==> config.mk <==
export PLATFORM = sky130hd
export DESIGN_NAME = control_sequencer
export DESIGN_NICKNAME = d
export VERILOG_FILES = /design/src/rtl/control_sequencer.sv
export SDC_FILE = /design/constraint.sdc
export NUM_CORES = 1
export LEC_CHECK = 0
export CAP_MARGIN = 20
export CORE_MARGIN = 2
export CORE_UTILIZATION = 36
export CTS_CLUSTER_DIAMETER = 80
export DETAILED_ROUTE_END_ITERATION = 16
export PLACE_DENSITY = 0.63
export SLEW_MARGIN = 20
export SYNTH_ARGS = -nofsm -noshare
export SYNTH_HDL_FRONTEND = slang
export SYNTH_SLANG_ARGS = --single-unit
==> constraint.sdc <==
create_clock -name Clk -period 3.2 [get_ports Clk]
set_input_delay 0.64 -clock Clk [delete_from_list [all_inputs] [get_ports Clk]]
set_output_delay 0.64 -clock Clk [all_outputs]
set_load 0.01 [all_outputs]
==> src/rtl/control_sequencer.sv <==
// Multi-cycle control FSM: fetches an instruction, decodes its opcode and
// sequences the per-cycle datapath strobes until STOP, then reports Done and a cycle count.
package definitions;
    typedef enum logic [3:0] {
        ADDi   = 4'd0,
        ADDr   = 4'd1,
        CMP    = 4'd2,
        XORr   = 4'd3,
        ORRr   = 4'd4,
        ANDr   = 4'd5,
        MOVr   = 4'd6,
        STRm   = 4'd7,
        LDR    = 4'd8,
        LSL    = 4'd9,
        Badd   = 4'd10,
        RXOR   = 4'd11,
        MOVrhl = 4'd12,
        Bsub   = 4'd13,
        Label  = 4'd14,
        STOP   = 4'd15
    } op_mne_t;
endpackage

module control_sequencer
    import definitions::*;
#(
    parameter int IW = 9,
    parameter int CW = 16
) (
    input  logic          Clk,
    input  logic          Reset,
    input  logic          Start,
    input  logic [IW-1:0] Instr,
    input  logic          CmpFlag,
    output logic          PcInit,
    output logic          PcEn,
    output logic          BranchEn,
    output logic          BranchDir,
    output logic [3:0]    AluOp,
    output logic          AluSrcImm,
    output logic          RegWrEn,
    output logic          RegSrcMem,
    output logic          FlagWrEn,
    output logic          MemRdEn,
    output logic          MemWrEn,
    output logic          Done,
    output logic [CW-1:0] CycleCnt
);

    typedef enum logic [2:0] {
        IDLE, FETCH, DECODE, EXEC, MEM, WB, HALT
    } state_t;

    state_t        state_q, state_d;
    op_mne_t       ir_q, ir_d;
    logic [CW-1:0] cnt_q, cnt_d;

    // Only the opcode field drives control; operand bits belong to the datapath.
    logic unused_operand;
    assign unused_operand = ^Instr[IW-5:0];

    always_ff @(posedge Clk or posedge Reset) begin
        if (Reset) begin
            state_q <= IDLE;
            ir_q    <= ADDi;
            cnt_q   <= '0;
        end else begin
            state_q <= state_d;
            ir_q    <= ir_d;
            cnt_q   <= cnt_d;
        end
    end

    always_comb begin
        state_d   = state_q;
        ir_d      = ir_q;
        cnt_d     = cnt_q;
        PcInit    = 1'b0;
        PcEn      = 1'b0;
        BranchEn  = 1'b0;
        RegWrEn   = 1'b0;
        RegSrcMem = 1'b0;
        FlagWrEn  = 1'b0;
        MemRdEn   = 1'b0;
        MemWrEn   = 1'b0;

        if (state_q != IDLE && state_q != HALT && cnt_q != '1)
            cnt_d = cnt_q + CW'(1);

        case (state_q)
            IDLE, HALT: begin
                if (Start) begin
                    PcInit  = 1'b1;
                    cnt_d   = '0;
                    state_d = FETCH;
                end
            end
            FETCH: begin
                ir_d    = op_mne_t'(Instr[IW-1:IW-4]);
                state_d = DECODE;
            end
            DECODE: begin
                case (ir_q)
                    STOP:      state_d = HALT;
                    STRm, LDR: state_d = MEM;
                    default:   state_d = EXEC;
                endcase
            end
            EXEC: begin
                PcEn    = 1'b1;
                state_d = FETCH;
                case (ir_q)
                    CMP:        FlagWrEn = 1'b1;
                    Badd, Bsub: BranchEn = CmpFlag;
                    ADDi, ADDr, XORr, ORRr, ANDr, MOVr, LSL, RXOR, MOVrhl:
                                RegWrEn  = 1'b1;
                    default:    ;
                endcase
            end
            MEM: begin
                if (ir_q == LDR) begin
                    MemRdEn = 1'b1;
                    state_d = WB;
                end else begin
                    MemWrEn = 1'b1;
                    PcEn    = 1'b1;
                    state_d = FETCH;
                end
            end
            WB: begin
                RegWrEn   = 1'b1;
                RegSrcMem = 1'b1;
                PcEn      = 1'b1;
                state_d   = FETCH;
            end
            default: state_d = IDLE;
        endcase
    end

    assign AluOp     = ir_q;
    assign AluSrcImm = (ir_q == ADDi) || (ir_q == LSL);
    assign BranchDir = (ir_q == Bsub);
    assign Done      = (state_q == HALT);
    assign CycleCnt  = cnt_q;

endmodule

* Word-level counts from Yosys, hierarchy flattened *
Cells that the tools add are included.

word-level totals
  flip-flop bits (word level) = 23
  input bits = 13
  output and inout port bits = 31
  logic and storage cells = 59

cells by class
  add/sub/neg operators = 1
  equality and inequality tests = 23
  multiplexer cells = 21
  reduce and logical (&&, ||, !) cells = 11

operators by type and width
  cell                   count
  $mux 16                3
  $eq 4x4->1 const B     7
  $add 16x1->16 const B  1
  $eq 4x3->1 const B     4
  $ne 16x16->1 const B   1
  $pmux 3 s5             1
  $mux 1                 12
  $eq 3x3->1 const B     3
  $reduce_or 9->1        1
  $eq 4x2->1 const B     2
  $reduce_or 2->1        4
  $eq 3x2->1 const B     2
  $mux 3                 2
  $pmux 3 s2             1
  $eq 4x1->1 const B     1
  $logic_not 4->1        1
  $pmux 1 s2             2
  $eq 3x1->1 const B     1
  $logic_not 3->1        1
  $ne 3x3->1 const B     1
  $reduce_bool 3->1      1
  $logic_and 1x1->1      2
  $ne 2x2->1 const B     1
  $logic_or 1x1->1       1

* Depth between registers and ports, before layout *
Gate-level depths: netlist (run 1).

  depth in word-level cells = 6
  depth in mapped cells = 6
  mapped depth without buffers = 5

* Least setup slack after synthesis (run 1) *
No wires, ideal clock.

  path type = register -> output
  start point = reg ir_q[2], in the netlist AluOp[2]
  end point = out MemRdEn
  arrival = 1.286 ns
  setup slack = 1.274 ns
  cell stages (with the launch flop) = 4
  path buffers = 1
  cell sequence = dfrtp_1 clkbuf_1 nor4b_2 and3_1

on the way
  word-level cells in the longest chain between the ends = 3

RTL lines
  item                    RTL line  source
  start, declared         55        op_mne_t ir_q, ir_d;
  start signal, assigned  65        ir_q <= ADDi;
  start signal, assigned  69        ir_q <= ir_d;
  $eq 4x4->1              121       if (ir_q == LDR) begin
  $mux 1                  121
  $mux 1                  90        case (state_q)
  end, declared           44        output logic MemRdEn,

Every way passes these cells.

* Final worst setup path (run 1) *
  start point = in Start
  end point = out PcInit

on the way
  word-level cells in the longest chain between the ends = 2

RTL lines
  item             RTL line  source
  start, declared  32        input logic Start,
  $mux 1           92        if (Start) begin
  $mux 1           90
  end, declared    35        output logic PcInit,

Every way passes these cells.

==> results of run 1 <==
[registers in the layout, indices dropped and copies added (netlist names)]
register and cells:
AluOp 4, CycleCnt 16, state_q 3
[metrics by stage]
step	setup WS, ns	utilization	hold WS (ns)	cells
final	0.434	0.502	0.580	235
after global routing	0.329	0.502	0.592	235
after CTS	0.444	0.502	0.582	235
after detailed placement	0.443	0.490	0.565	231
after global placement	0.471	0.490	0.550	231
after floorplan	1.27	-	0.532	151
[power breakdown]
part           leakage [nW]  internal (mW)  switching (mW)  total, mW
registers             0.303          0.362           0.154      0.516
clock network        0.0255         0.0867          0.0914      0.178
logic                 0.395          0.342           0.292      0.634
[critical path, stage by stage]
cell and delay [ns]:
sky130_fd_sc_hd__clkdlybuf4s50_1 0.59, sky130_fd_sc_hd__nand3_2 0.25, sky130_fd_sc_hd__clkinv_1 0.12, sky130_fd_sc_hd__clkdlybuf4s50_1 0.53
[synth_stat cells, drive strengths merged, types with 2 or more instances]
cell    number
nand4        6
nor3         9
nand2       14
and4         4
a21oi       10
a31oi        2
o31ai        5
buf          4
nor4         2
nor3b        2
nor2         7
xor2         2
mux2         4
o21a         3
a21o         2
or4          5
inv          5
o22ai        4
mux2i        3
o21ai        4
and3         5
nand3        6
clkbuf       3
dfrtp       23
[how the worst max path moves through the flow]
stage              from  endpoint  cells past startpoint
6_report          Start    PcInit                      4
5_1_grt        AluOp[2]   MemRdEn                      3
4_1_cts           Start    PcInit                      4
3_5_place_dp      Start    PcInit                      4
3_3_place_gp      Start    PcInit                      4
2_1_floorplan  AluOp[2]   MemRdEn                      3
[final cells by class]
cell class                 count  area [um2]  share of cell area
inverter                       6        22.5              0.0120
clock buffer                   3        41.3              0.0220
tap                           48        60.1              0.0320
timing repair buffer          39         388               0.206
sequential                    23         576               0.306
multi-input combinational    115         787               0.419
clock inverter                 1        5.00             0.00266
[logic make-up after synthesis]
kind of cell / after synthesis / share of synthesized area
XOR/XNOR: 3 / 0.0287
AO/OA/AOI/OAI: 39 / 0.185
buffers and inverters: 13 / 0.0547
flip-flops: 23 / 0.399
AND/OR/NAND/NOR: 65 / 0.272
adder cells (fa/ha/maj): 1 / 0.00868
multiplexers: 7 / 0.0521
[layer usage]
metal  global-route usage  up-vias
met5                    0        -
met4               0.0306        0
met3               0.0317        2
met2                0.288       39
met1                0.210      649
li1                     -      646
==> summary.md, run 1 <==
| Metric | Value |
|---|---|
| Final Slew Violations | `0` |
| Total Nets Final | `202` |
| Met3 Routed Length | `183 um` |
| DIE HEIGHT | `67.3 um` |
| Req. time, crit path | `2.56 ns` |
| Kind of capture point of the worst setup path | `output port` |
| Hold path depth | `1` |
| Starting Density | `0.385` |
| Number of antenna diodes | `0` |
| Total power | `1.33 mW` |
| Critical register-to-register path endpoint | `CycleCnt[8]` |
| Quantity of hold-fixing buffers added after cts | `0` |
| Largest area contributor in the netlist | `sky130_fd_sc_hd__dfrtp_1` |
| Mean number of vias per cell | `5.69` |
| GRT Residual Overflow | `0` |
| Element type at the critical path start | `input pin` |
| Hold path startpoint | `CycleCnt[6]` |
| Kind of path behind the tightest hold check | `reg -> reg` |
| Final weighted congestion in routability-driven placement | `0.834` |
| Die area | `0.00453 mm2` |
| Die width | `67.3 um` |
| Total of endpoints with negative setup slack in the final report | `0` |
| Beginning of the worst register-to-register path | `state_q[1]` |
| End point of the worst hold path | `CycleCnt[6]` |
| Net count after synthesis | `165` |
| Count of mapped cells out of synthesis | `151` |
| Clock root buffer | `sky130_fd_sc_hd__clkbuf_8` |
| Core Box Area | `0.00374 mm2` |
| # clock sinks | `23` |
| Number of antenna violations at the first check in global routing | `0` |
| Pin count of the biggest net entering global routing | `24` |
| Cts bufs inserted | `3` |
| Power density over the cells | `707 mW/mm2` |
| Final Hold Violating Endpoints | `0` |
| Unrepaired setup endpoints after global routing | `no` |
| DR WL/cell | `14.7 um` |
| Kind of critical path | `in -> out` |
| Dominant cells by area after synthesis | `sky130_fd_sc_hd__dfrtp_1 (40%), sky130_fd_sc_hd__nand2_1 (3.6%), sky130_fd_sc_hd__a21oi_1 (3.5%), sky130_fd_sc_hd__nor3_1 (3.1%), sky130_fd_sc_hd__buf_6 (3.1%)` |
| Area after detailed placement | `0.00183 mm2` |
| Clock slew at the register clock pins of the worst setup and hold paths | `0.09 ns` |
| Setup TNS | `0 ns` |
| Number of global-route vias before repair | `1294` |
| Peak fanout along the critical path | `9` |
| Standard-cell rows | `22` |
| Tightest Pin Transition | `0.899 ns` |
| Reg2Reg Setup Slack | `1.27 ns` |
| Share of post-route cells with drive strength above 1 | `0.112` |
| Number of enable-type register cells in the synthesized netlist | `0` |
| Peak VDD IR | `0.476 mV` |
| Number of H-tree levels | `1` |
| Synthesis-to-layout area growth | `30.4%` |
| Number of nets with antenna violations after detailed routing | `0` |
| Setup fix buffers added after clock tree synthesis | `0` |
| Number of buffers inserted by port buffering | `38` |
| Met1 Wirelength | `1610 um` |
| Wire length reported by the detailed router | `3460 um` |
| Mean instance size in the synthesized netlist | `9.55 um2` |
| CTS tree | `built` |
| Top FF cell, synth | `sky130_fd_sc_hd__dfrtp_1` |
| Most common cell after layout, fill and taps aside | `sky130_fd_sc_hd__clkdlybuf4s50_1` |
| Most frequent cells in the layout | `sky130_fd_sc_hd__clkdlybuf4s50_1 (38), sky130_fd_sc_hd__dfrtp_1 (23), sky130_fd_sc_hd__nand2_1 (14)` |
| Met2 wire len | `1660 um` |
| FILL cells | `385` |
| Seq/Total Area, Yosys | `0.399` |
| Post-CTS Resized | `0` |
| Top routing layer in use | `met4` |
| Max Fclk | `361 MHz` |
| Top-level I/O count | `44` |
| Number of distinct standard cells referenced by the synthesized netlist | `46` |
| Reported max-cap violation count | `0` |
| Flip-flop and latch count after synthesis | `23` |
| Final instance area | `0.00188 mm2` |
| Signal arrival time at the worst endpoint | `2.13 ns` |
| Warning count from the yosys run | `0` |
| First-pass GRT wire length | `5830 um` |
| Clock Skew | `0.00670 ns` |
| Routed via count | `1336` |
| Static leakage | `0.723 nW` |
| Clk buf depth | `2` |
| Worst slew margin relative to its limit | `0.400` |
| Detailed placement HPWL | `2480 um` |
| Starting DRT DRC Count | `89` |
| Depth of the most critical reg-to-reg path | `4` |
| Status | `finished clean` |
| Skew-Pair Late Insertion Delay | `0.26 ns` |
| Mapped cell area | `0.00144 mm2` |
| Post-route DRC | `0` |
| Post-synth ARST share | `1.00` |
| Part of the cycle the worst path needs | `0.864` |
| Time the worst path needs with I/O delays and setup | `2.77 ns` |
| Area fraction of the dominant cell type after synthesis | `0.399` |
| Count of TritonRoute iterations in the first routing pass | `4` |
| Overall Global Routing Usage | `0.164` |
(Power assumes the default switching activity.)
==> inputs of run 2 (changes only) <==
CORE_UTILIZATION = 50   (was 36)
PLACE_DENSITY = 0.84   (was 0.63)
==> summary.md, run 2 (synthesis results as in run 1) <==
| Metric | Value |
|---|---|
| Clk buf depth | `2` |
| Worst slew margin relative to its limit | `0.419` |
| DR WL/cell | `15.3 um` |
| Core Box Area | `0.00276 mm2` |
| Number of global-route vias before repair | `1240` |
| Total power | `1.29 mW` |
| Clock Skew | `0.00232 ns` |
| Clock slew at the register clock pins of the worst setup and hold paths | `0.13 ns` |
| Clock root buffer | `sky130_fd_sc_hd__clkbuf_4` |
| Final Hold Violating Endpoints | `0` |
| Wire length reported by the detailed router | `3330 um` |
| Setup fix buffers added after clock tree synthesis | `0` |
| Kind of path behind the tightest hold check | `reg -> reg` |
| Part of the cycle the worst path needs | `0.868` |
| Peak fanout along the critical path | `11` |
| Mean number of vias per cell | `6.07` |
| Share of post-route cells with drive strength above 1 | `0.107` |
| Critical-path cell list | `nor4b_2 > and3_1 > clkdlybuf4s50_1` |
| CTS tree | `built` |
| Kind of capture point of the worst setup path | `output port` |
| Standard-cell rows | `19` |
| Total of endpoints with negative setup slack in the final report | `0` |
| Peak VDD IR | `0.615 mV` |
| Reported max-cap violation count | `0` |
| Final Slew Violations | `0` |
| Number of nets with antenna violations after detailed routing | `0` |
| Kind of critical path | `reg -> out` |
| Area after detailed placement | `0.00181 mm2` |
| Number of H-tree levels | `1` |
| CP Launch Point | `AluOp[2]` |
| Detailed placement HPWL | `2500 um` |
| # clock sinks | `23` |
| Total Nets Final | `202` |
| Max Fclk | `360 MHz` |
| Critical path's largest stage delay | `0.56 ns` |
| Number of antenna violations at the first check in global routing | `0` |
| Final weighted congestion in routability-driven placement | `0.802` |
| Status | `finished clean` |
| Hold path startpoint | `CycleCnt[6]` |
| Time the worst path needs with I/O delays and setup | `2.78 ns` |
| Req. time, crit path | `2.56 ns` |
| Quantity of hold-fixing buffers added after cts | `0` |
| Die width | `57.7 um` |
| Final instance area | `0.00184 mm2` |
| Setup TNS | `0 ns` |
| First-pass GRT wire length | `5550 um` |
| Power density over the cells | `700 mW/mm2` |
| Beginning of the worst register-to-register path | `CycleCnt[0]` |
| Pin count of the biggest net entering global routing | `24` |
| Unrepaired setup endpoints after global routing | `no` |
| Most common cell after layout, fill and taps aside | `sky130_fd_sc_hd__clkdlybuf4s50_1` |
| Tightest Pin Transition | `0.870 ns` |
| Most frequent cells in the layout | `sky130_fd_sc_hd__clkdlybuf4s50_1 (38), sky130_fd_sc_hd__dfrtp_1 (23), sky130_fd_sc_hd__nand2_1 (14)` |
| Post-route DRC | `0` |
| Element type at the critical path start | `flop` |
| Starting Density | `0.523` |
| Number of flip-flops under the largest register name | `16` |
| Static leakage | `0.713 nW` |
| Count of TritonRoute iterations in the first routing pass | `4` |
| DIE HEIGHT | `57.7 um` |
| Top-level I/O count | `44` |
| Number of antenna diodes | `0` |
| Synthesis-to-layout area growth | `27.5%` |
| Routed via count | `1323` |
| Crit path max-delay cell type | `sky130_fd_sc_hd__nor4b_2` |
| Die area | `0.00333 mm2` |
| Cts bufs inserted | `3` |
| Signal arrival time at the worst endpoint | `2.14 ns` |
| Starting DRT DRC Count | `49` |
| GRT Residual Overflow | `0` |
| Overall Global Routing Usage | `0.212` |
| Skew-Pair Late Insertion Delay | `0.31 ns` |
| Post-CTS Resized | `0` |
| Number of buffers inserted by port buffering | `38` |
| Placed cells | `214` |
| Post-Layout Cell Count | `218` |
run 2: path summary, 6_finish.rpt:
check	end	slack, ns	depth (start not counted)
max in group asynchronous	state_q[0]	1.87	2
setup reg to reg	CycleCnt[8]	1.30	5
hold / removal	CycleCnt[6]	0.58	1
setup / recovery	MemRdEn	0.42	3
min in group asynchronous	CycleCnt[5]	0.79	2
hold reg to reg	CycleCnt[6]	0.58	1
run 2: report_power, final:
part,leakage [nW],internal (mW),switching (mW)
sequential,0.303,0.362,0.148
clock,0.0150,0.0486,0.0888
combinational,0.395,0.343,0.297
total,0.713,0.753,0.534
run 2: worst max-delay path, delay by kind of cell, from the launching register on:
kind	cells	cell delay, ns
simple gates	2	0.78
buf+inv	1	0.53
flops	1	0.51
run 2: final cells by class:
| class | count | area (um2) |
|---|---|---|
| Clock buffer | 4 | 26.3 |
| Timing Repair Buffer | 39 | 388 |
| Inverter | 6 | 22.5 |
| Tap cell | 31 | 38.8 |
| Multi-Input combinational cell | 115 | 787 |
| Sequential cell | 23 | 576 |
| Fill cell | 237 | 920 |
run 2: per-layer routing:
metal,vias up,track usage,wire length (um)
met3,6,0.0246,118
li1,649,-,-
met5,-,0,0
met1,630,0.278,1470
met2,38,0.360,1690
met4,0,0.0764,42
run 2: metrics by stage:
step,setup WS [ns],util,hold slack (ns)
after floorplan,1.27,-,0.532
after global placement,0.474,0.657,0.523
after detailed placement,0.448,0.657,0.557
after CTS,0.424,0.667,0.585
after global routing,0.298,0.667,0.617
final,0.422,0.667,0.581
